<file path="config.mk">
export PLATFORM = sky130hd
export DESIGN_NAME = if_fetch_ctrl
export DESIGN_NICKNAME = d
export VERILOG_FILES = /design/src/rtl/if_fetch_ctrl.sv
export SDC_FILE = /design/constraint.sdc
export NUM_CORES = 1
export LEC_CHECK = 0
export ABC_AREA = 1
export ABC_CLOCK_PERIOD_IN_PS = 2000
export CAP_MARGIN = 20
export CORE_UTILIZATION = 40
export CTS_CLUSTER_SIZE = 8
export DETAILED_ROUTE_END_ITERATION = 8
export PLACE_DENSITY_LB_ADDON = 0.05
export SLEW_MARGIN = 20
export SYNTH_ARGS = -nofsm -noshare
export SYNTH_HDL_FRONTEND = slang
export SYNTH_SLANG_ARGS = --single-unit
</file>
<file path="constraint.sdc">
create_clock -name clk -period 2 [get_ports clk]
set_input_delay 0.2 -clock clk [delete_from_list [all_inputs] [get_ports clk]]
set_output_delay 0.2 -clock clk [all_outputs]
set_load 0.05 [all_outputs]
</file>
<file path="src/rtl/if_fetch_ctrl.sv">
// Instruction-fetch controller with IF/ID pipeline register.
// It keeps at most one instruction-memory request outstanding. A word that
// returns while ID is stalled is parked in a one-entry hold buffer. Taken
// branches and jumps from ID redirect the PC after the delay slot has issued.
module if_fetch_ctrl #(
  parameter logic [31:0] RESET_PC = 32'hBFC0_0000
) (
  input  logic        clk,
  input  logic        rst,
  // hazard / stall unit
  input  logic        stall_pc,
  input  logic        stall_if_id,
  input  logic        flush_if_id,
  // redirect from ID
  input  logic        redirect_valid,
  input  logic [31:0] redirect_target,
  // instruction memory
  output logic        inst_req,
  output logic [31:0] inst_addr,
  input  logic        inst_data_ok,
  input  logic [31:0] inst_rdata,
  // IF/ID register
  output logic        if_id_valid,
  output logic [31:0] if_id_pc,
  output logic [31:0] if_id_inst
);

  typedef enum logic [1:0] {
    S_REQ  = 2'd0,  // ready to issue the next fetch
    S_WAIT = 2'd1,  // request accepted, waiting for data
    S_HOLD = 2'd2   // data returned while ID was stalled; parked in buffer
  } state_t;

  state_t      state_q, state_d;
  logic [31:0] pc_q, pc_d;
  logic        pend_valid_q, pend_valid_d;
  logic [31:0] pend_target_q, pend_target_d;
  logic [31:0] req_pc_q, req_pc_d;
  logic [31:0] hold_inst_q, hold_inst_d;
  logic [31:0] hold_pc_q, hold_pc_d;
  logic        if_id_valid_q, if_id_valid_d;
  logic [31:0] if_id_pc_q, if_id_pc_d;
  logic [31:0] if_id_inst_q, if_id_inst_d;

  // Instruction delivered towards IF/ID in this cycle (before flush/stall).
  logic        deliver;
  logic [31:0] deliver_pc;
  logic [31:0] deliver_inst;

  // Redirect targets are word addresses; the two low bits carry no meaning.
  logic [31:0] redirect_tgt;
  assign redirect_tgt = redirect_target & ~32'd3;

  // Fetch request is a pure function of state, pc and stall_pc; no request
  // while reset is asserted.
  assign inst_req  = (state_q == S_REQ) && !stall_pc && !rst;
  assign inst_addr = pc_q;

  assign if_id_valid = if_id_valid_q;
  assign if_id_pc    = if_id_pc_q;
  assign if_id_inst  = if_id_inst_q;

  // Next-state, PC sequencing, hold buffer and IF/ID load selection.
  always_comb begin
    state_d       = state_q;
    pc_d          = pc_q;
    pend_valid_d  = pend_valid_q;
    pend_target_d = pend_target_q;
    req_pc_d      = req_pc_q;
    hold_inst_d   = hold_inst_q;
    hold_pc_d     = hold_pc_q;
    deliver       = 1'b0;
    deliver_pc    = 32'd0;
    deliver_inst  = 32'd0;
    if_id_valid_d = if_id_valid_q;
    if_id_pc_d    = if_id_pc_q;
    if_id_inst_d  = if_id_inst_q;

    unique case (state_q)
      S_REQ: begin
        // A stale inst_data_ok seen here is deliberately ignored.
        if (inst_req) begin
          req_pc_d = pc_q;
          if (pend_valid_q) begin
            // The delay slot is issuing now; the deferred target follows it.
            pc_d         = pend_target_q;
            pend_valid_d = 1'b0;
          end else begin
            pc_d = pc_q + 32'd4;
          end
          state_d = S_WAIT;
        end
        if (redirect_valid) begin
          if (inst_req) begin
            // The request going out this cycle is the delay slot.
            pc_d = redirect_tgt;
          end else begin
            // Delay slot has not issued yet: remember the target for later.
            pend_valid_d  = 1'b1;
            pend_target_d = redirect_tgt;
          end
        end
      end

      S_WAIT: begin
        // Delay slot is already in flight, the target is the next fetch.
        if (redirect_valid) begin
          pc_d = redirect_tgt;
        end
        if (inst_data_ok) begin
          if (flush_if_id || !stall_if_id) begin
            // A flush in the same cycle turns this into a bubble below.
            deliver      = 1'b1;
            deliver_pc   = req_pc_q;
            deliver_inst = inst_rdata;
            state_d      = S_REQ;
          end else begin
            hold_inst_d = inst_rdata;
            hold_pc_d   = req_pc_q;
            state_d     = S_HOLD;
          end
        end
      end

      S_HOLD: begin
        if (redirect_valid) begin
          pc_d = redirect_tgt;
        end
        // Release the parked word when ID frees up; a flush discards it.
        if (flush_if_id || !stall_if_id) begin
          deliver      = 1'b1;
          deliver_pc   = hold_pc_q;
          deliver_inst = hold_inst_q;
          state_d      = S_REQ;
        end
      end

      default: begin
        state_d = S_REQ;
      end
    endcase

    // IF/ID priority: flush, then stall, then new instruction, then bubble.
    if (flush_if_id) begin
      if_id_valid_d = 1'b0;
      if_id_pc_d    = 32'd0;
      if_id_inst_d  = 32'd0;
    end else if (stall_if_id) begin
      if_id_valid_d = if_id_valid_q;
      if_id_pc_d    = if_id_pc_q;
      if_id_inst_d  = if_id_inst_q;
    end else if (deliver) begin
      if_id_valid_d = 1'b1;
      if_id_pc_d    = deliver_pc;
      if_id_inst_d  = deliver_inst;
    end else begin
      if_id_valid_d = 1'b0;
      if_id_pc_d    = 32'd0;
      if_id_inst_d  = 32'd0;
    end
  end

  // State register; reset abandons any outstanding request.
  always_ff @(posedge clk) begin
    if (rst) begin
      state_q       <= S_REQ;
      pc_q          <= RESET_PC;
      pend_valid_q  <= 1'b0;
      pend_target_q <= 32'd0;
      req_pc_q      <= 32'd0;
      hold_inst_q   <= 32'd0;
      hold_pc_q     <= 32'd0;
      if_id_valid_q <= 1'b0;
      if_id_pc_q    <= 32'd0;
      if_id_inst_q  <= 32'd0;
    end else begin
      state_q       <= state_d;
      pc_q          <= pc_d;
      pend_valid_q  <= pend_valid_d;
      pend_target_q <= pend_target_d;
      req_pc_q      <= req_pc_d;
      hold_inst_q   <= hold_inst_d;
      hold_pc_q     <= hold_pc_d;
      if_id_valid_q <= if_id_valid_d;
      if_id_pc_q    <= if_id_pc_d;
      if_id_inst_q  <= if_id_inst_d;
    end
  end

  // A deferred redirect can only exist while waiting to issue the delay slot.
  a_pend_only_in_req: assert property (@(posedge clk) disable iff (rst)
    pend_valid_q |-> (state_q == S_REQ));

  // A bubble in IF/ID always carries zero pc and instruction.
  a_bubble_is_zero: assert property (@(posedge clk) disable iff (rst)
    !if_id_valid_q |-> (if_id_pc_q == 32'd0 && if_id_inst_q == 32'd0));

endmodule

</file>
# Word-level counts from Yosys, hierarchy flattened
# Index checks and enable logic that the tools add are counted.
# Widths: inputs -> output; s select.
word_totals:
  in_bits: 71
  elab_cells: 62
  out_inout_bits: 98
  register_bits: 226
classes:
  mux: 28
  n_reduce_logical: 15
  bitwise: 2
  eq_ne: 6
  addsub: 1
op_table:
  columns: ["op", "n"]
  rows:
  - ["$mux 32", 13]
  - ["$pmux 32 s2", 3]
  - ["$add 32x3->32 const B", 1]
  - ["$reduce_and 3->1", 3]
  - ["$mux 2", 4]
  - ["$mux 1", 6]
  - ["$ne 2x2->1 const B", 3]
  - ["$pmux 2 s3", 1]
  - ["$reduce_and 2->1", 2]
  - ["$reduce_or 2->1", 2]
  - ["$logic_not 1->1", 3]
  - ["$eq 2x1->1 const B", 1]
  - ["$eq 2x2->1 const B", 1]
  - ["$logic_and 1x1->1", 2]
  - ["$logic_not 2->1", 1]
  - ["$ne 2x1->1 const B", 1]
  - ["$not 1->1", 2]
  - ["$pmux 1 s2", 1]
  - ["$reduce_bool 2->1", 1]
  - ["$logic_or 1x1->1", 1]

# Longest topological paths before layout
logic_depth:
  ltp_word: 7
  ltp_mapped: 14
  depth_no_buf: 14

# Worst setup path before layout
# No wires, ideal clock.
synth_path:
  path_type: "flip-flop to flip-flop"
  from: "reg pc_q[3], in the netlist inst_addr[3]"
  to: "reg with a tool-made name"
  synth_period_minus_slack_ps: 1965
  t_required_ps: 1888
  setup_slack_ps: 35
  n_path_buf: 0
  arrival_ps: 1853
  stages_incl_launch_ff: 13
  path_cell_list: "dfxtp_1 -> ha_1 -> nand3_2 -> inv_1 -> nand2_2 -> nor2_2 -> nand3_1 -> nand3_1 -> nand2_1 -> nand2_1 -> nand2_1 -> nand2_1 -> nand2_1"
synth_lines:
  columns: ["element", "line_no", "rtl"]
  rows:
  - ["start, declared", "35", "logic [31:0] pc_q, pc_d;"]
  - ["start signal, assigned", "178", "pc_q <= pc_d;"]

==> impl_results.rst <==
.. list-table::
   :header-rows: 1

   * - Metric
     - Value
   * - Result of the run
     - complete, no violations
   * - Number of distinct library cells after synthesis
     - 39
   * - Worst Setup Slack post-DPL
     - 0.110 ns
   * - Period utilisation layout
     - 0.974
   * - IO buf count
     - 166
   * - Slew Limit Headroom
     - 0.623
   * - Hold buffer count at CTS
     - 0
   * - Weighted congestion at the end of routability-driven global placement
     - 0.818
   * - Area Overhead vs Synth
     - 31.9%
   * - Mapped Area
     - 10300 um2
   * - Fraction of final layout cells sized beyond drive strength 1
     - 0.0918
   * - Post-synth EDFFs
     - 0
   * - Critical path startpoint category
     - flop
   * - Least-Margin Pin Slew
     - 0.563 ns
   * - Crit path time final
     - 1.95 ns
   * - Largest net degree at the start of global routing
     - 89
   * - Per-cell routed wire length
     - 15.9 um
   * - Core region area
     - 25200 um2
   * - Clock insertion delay at the later pin of the skew report
     - 0.52 ns
   * - Number of nets in the layout
     - 1728
   * - Maximum resistive drop on vdd
     - 0.656 mV
   * - Number of primary I/O pins
     - 169
   * - DPL Wire Length
     - 20700 um
   * - DR pass1 iterations
     - 5
   * - Average cell area after synthesis
     - 6.97 um2
   * - Upper clock frequency limit
     - 0.513 GHz
   * - Data arrival time of the worst path
     - 1.75 ns
   * - Reg-to-reg critical path startpoint
     - state_q[0]
   * - Length in cells of the worst reg-to-reg path
     - 9
   * - Most used cells in the layout excluding fill and tap cells
     - sky130_fd_sc_hd__nand2_1, sky130_fd_sc_hd__dfxtp_1, sky130_fd_sc_hd__a21oi_1, sky130_fd_sc_hd__inv_1, sky130_fd_sc_hd__o21ai_0
   * - Non-Filler Cell Area, Final
     - 13600 um2
   * - CTS H-tree lvls
     - 2
   * - Final Max Tran Viols
     - 0
   * - Proportion of synthesized chip area in sequential cells
     - 0.439
   * - Power Dens Cells
     - 1020 nW/um2
   * - Clk_skew
     - 0.0213 ns
   * - Final Setup Violations
     - 0
   * - Die extent in y
     - 162 um
   * - Flop and latch count out of synthesis
     - 226
   * - Kind of path behind the tightest hold check
     - in2reg
   * - Full die area
     - 26400 um2
   * - Total track usage
     - 0.235
   * - Clk pin slew, worst setup/hold paths
     - 0.05 ns
   * - Setup crit end
     - inst_addr[29]
   * - Primary FF master, synth
     - sky130_fd_sc_hd__dfxtp_1
   * - Cell area reported after detailed placement
     - 12500 um2
   * - Most common cell after layout, fill and taps aside
     - sky130_fd_sc_hd__nand2_1
   * - Initial core utilization
     - 0.409
   * - TritonCTS clock tree
     - yes
   * - Wire length of the first global-routing pass
     - 49500 um
   * - Antenna diodes
     - 0
   * - Number of placed instances, taps included
     - 1938
   * - Number of buffers added by the clock tree synthesis step
     - 34
   * - Initial drt markers
     - 898
   * - Number of antenna-violating nets in the routed design
     - 0
   * - Top fanout value on the critical path
     - 4
   * - Required time of the critical path
     - 1.80 ns
   * - Worst setup slack for register-to-register paths
     - 0.15 ns
   * - Number of antenna violations at the first check in global routing
     - 0
   * - Total design power
     - 13900 uW
   * - Final cell utilization of the core
     - 0.539
   * - Cell depth of the worst setup path
     - 1
   * - CP Capture Type
     - primary output
   * - Routed Wire Length
     - 31500 um
   * - Start-to-end type of the worst setup path
     - reg2out
   * - CTS root buf
     - sky130_fd_sc_hd__clkbuf_16
   * - Library cell contributing the largest single delay on the critical path
     - sky130_fd_sc_hd__clkdlybuf4s50_1
   * - RR Endpoint
     - if_id_inst[19]
   * - Synthesized netlist cell count
     - 1476
   * - Setup WS post-layout
     - 0.0514 ns
   * - Final-report hold violation count
     - 0
   * - Remaining Overflow, GRT
     - 0
   * - Maximum single-stage delay on the critical path
     - 0.84 ns
   * - Total vias in the final route
     - 10000
   * - Top cell family by delay on the critical path
     - buffers and inverters
   * - RSZ-0062 raised after global routing
     - no
   * - Vias/cell
     - 5.06
   * - Number of max-cap violations
     - 0
   * - Number of warnings issued by yosys
     - 0
   * - Site row count
     - 58
   * - Share of synthesized flip-flops with an asynchronous set or reset
     - 0
   * - Number of buffer and inverter instances along the worst setup path
     - 1
   * - Width of the chip
     - 162 um
   * - Via count of the first global-routing pass
     - 9210
   * - DRC violation count after routing
     - 0
   * - Number of buffers between clock root and the deepest sink
     - 3
   * - Number of clock sinks
     - 226
   * - Leakage power summed over all cells
     - 0.00522 uW
   * - Syn_nets
     - 1552
   * - Cell breakdown of the critical path
     - clkdlybuf4s50_1
   * - Post-Layout Cell Count
     - 1985
## stage by stage
stage          hold WS [ns]  TNS [ns]
3_5_place_dp          0.438         0
3_3_place_gp          0.432         0
4_1_cts               0.146   -0.0970
5_1_grt               0.168         0
6_report              0.150         0
2_1_floorplan         0.335         0
## worst min path at each step
| stage | from | endpoint | slack (ns) | cells after the start |
|---|---|---|---|---|
| 2_1_floorplan | redirect_target[11] | pend_target_q[11] | 0.33 | 2 |
| 4_1_cts | stall_if_id | if_id_pc[5] | 0.15 | 3 |
| 3_3_place_gp | hold_inst_q[30] | hold_inst_q[30] | 0.43 | 2 |
| 6_report | stall_if_id | if_id_pc[8] | 0.15 | 3 |
| 3_5_place_dp | hold_inst_q[5] | hold_inst_q[5] | 0.44 | 2 |
| 5_1_grt | stall_if_id | if_id_pc[9] | 0.17 | 3 |
## synth_stat cells (4+ instances only)
master | n | share of area
sky130_fd_sc_hd__nor2_2 | 4 | 0.0024
sky130_fd_sc_hd__a21oi_1 | 208 | 0.10
sky130_fd_sc_hd__o21ai_1 | 10 | 0.0049
sky130_fd_sc_hd__inv_2 | 8 | 0.0029
sky130_fd_sc_hd__clkbuf_1 | 56 | 0.020
sky130_fd_sc_hd__nand2_1 | 360 | 0.13
sky130_fd_sc_hd__o22ai_1 | 60 | 0.036
sky130_fd_sc_hd__o21ai_0 | 170 | 0.083
sky130_fd_sc_hd__nor2_4 | 4 | 0.0044
sky130_fd_sc_hd__nand3_1 | 33 | 0.016
sky130_fd_sc_hd__nand2_2 | 5 | 0.0030
sky130_fd_sc_hd__buf_6 | 5 | 0.0055
sky130_fd_sc_hd__ha_1 | 5 | 0.0061
sky130_fd_sc_hd__buf_2 | 22 | 0.011
sky130_fd_sc_hd__nor2_1 | 69 | 0.025
sky130_fd_sc_hd__dfxtp_1 | 226 | 0.44
sky130_fd_sc_hd__buf_1 | 7 | 0.0026
sky130_fd_sc_hd__inv_1 | 174 | 0.063
sky130_fd_sc_hd__nand2_4 | 4 | 0.0044
sky130_fd_sc_hd__a211oi_1 | 13 | 0.0095
## sequential cells by signal, summed over array words and instances, names as in the netlist, named ones only
signal	cells
hold_inst_q	32
hold_pc_q	32
if_id_inst	32
if_id_pc	32
if_id_valid	1
inst_addr	19
pend_target_q	30
pend_valid_q	1
req_pc_q	32
state_q	2
## power breakdown
part	switching, uW	total (uW)	internal [uW]	leakage, uW
sequential	333	5250	4920	0.00184
combinational	2380	3590	1210	0.00293
clock	2020	5060	3040	0.000446
total	4730	13900	9160	0.00522
## layout make-up
class | count | area (um2)
clock buffer | 35 | 855
clock inverter | 4 | 70.1
fill | 2538 | 11600
inverter | 183 | 694
multi-input combinational | 973 | 4670
sequential | 226 | 4530
tap | 330 | 413
timing repair buffer | 234 | 2350
## per-layer routing
| metal | GRT usage | part of all wire |
|---|---|---|
| met2 | 0.369 | 0.45 |
| met3 | 0.0395 | 0.063 |
| met1 | 0.330 | 0.47 |
| met5 | 0 | 0 |
| met4 | 0.0643 | 0.018 |
## logic make-up after synthesis
family	synth area share
buffers and inverters	0.110
adders and majority gates	0.00608
xor gates and xnor gates	0.00255
and+or+nand+nor	0.195
AOI/OAI and AO/OA	0.247
DFF	0.439
## repair_timing
| action | in CTS | in global routing |
|---|---|---|
| pin swaps | 0 | 3 |
| buffers inserted | 0 | 6 |
| gates resized for setup | 23 | 14 |
| gates cloned | 0 | 2 |
| setup endpoints to repair | 21 | 15 |
No activity file was read; power rests on OpenSTA's default activity.
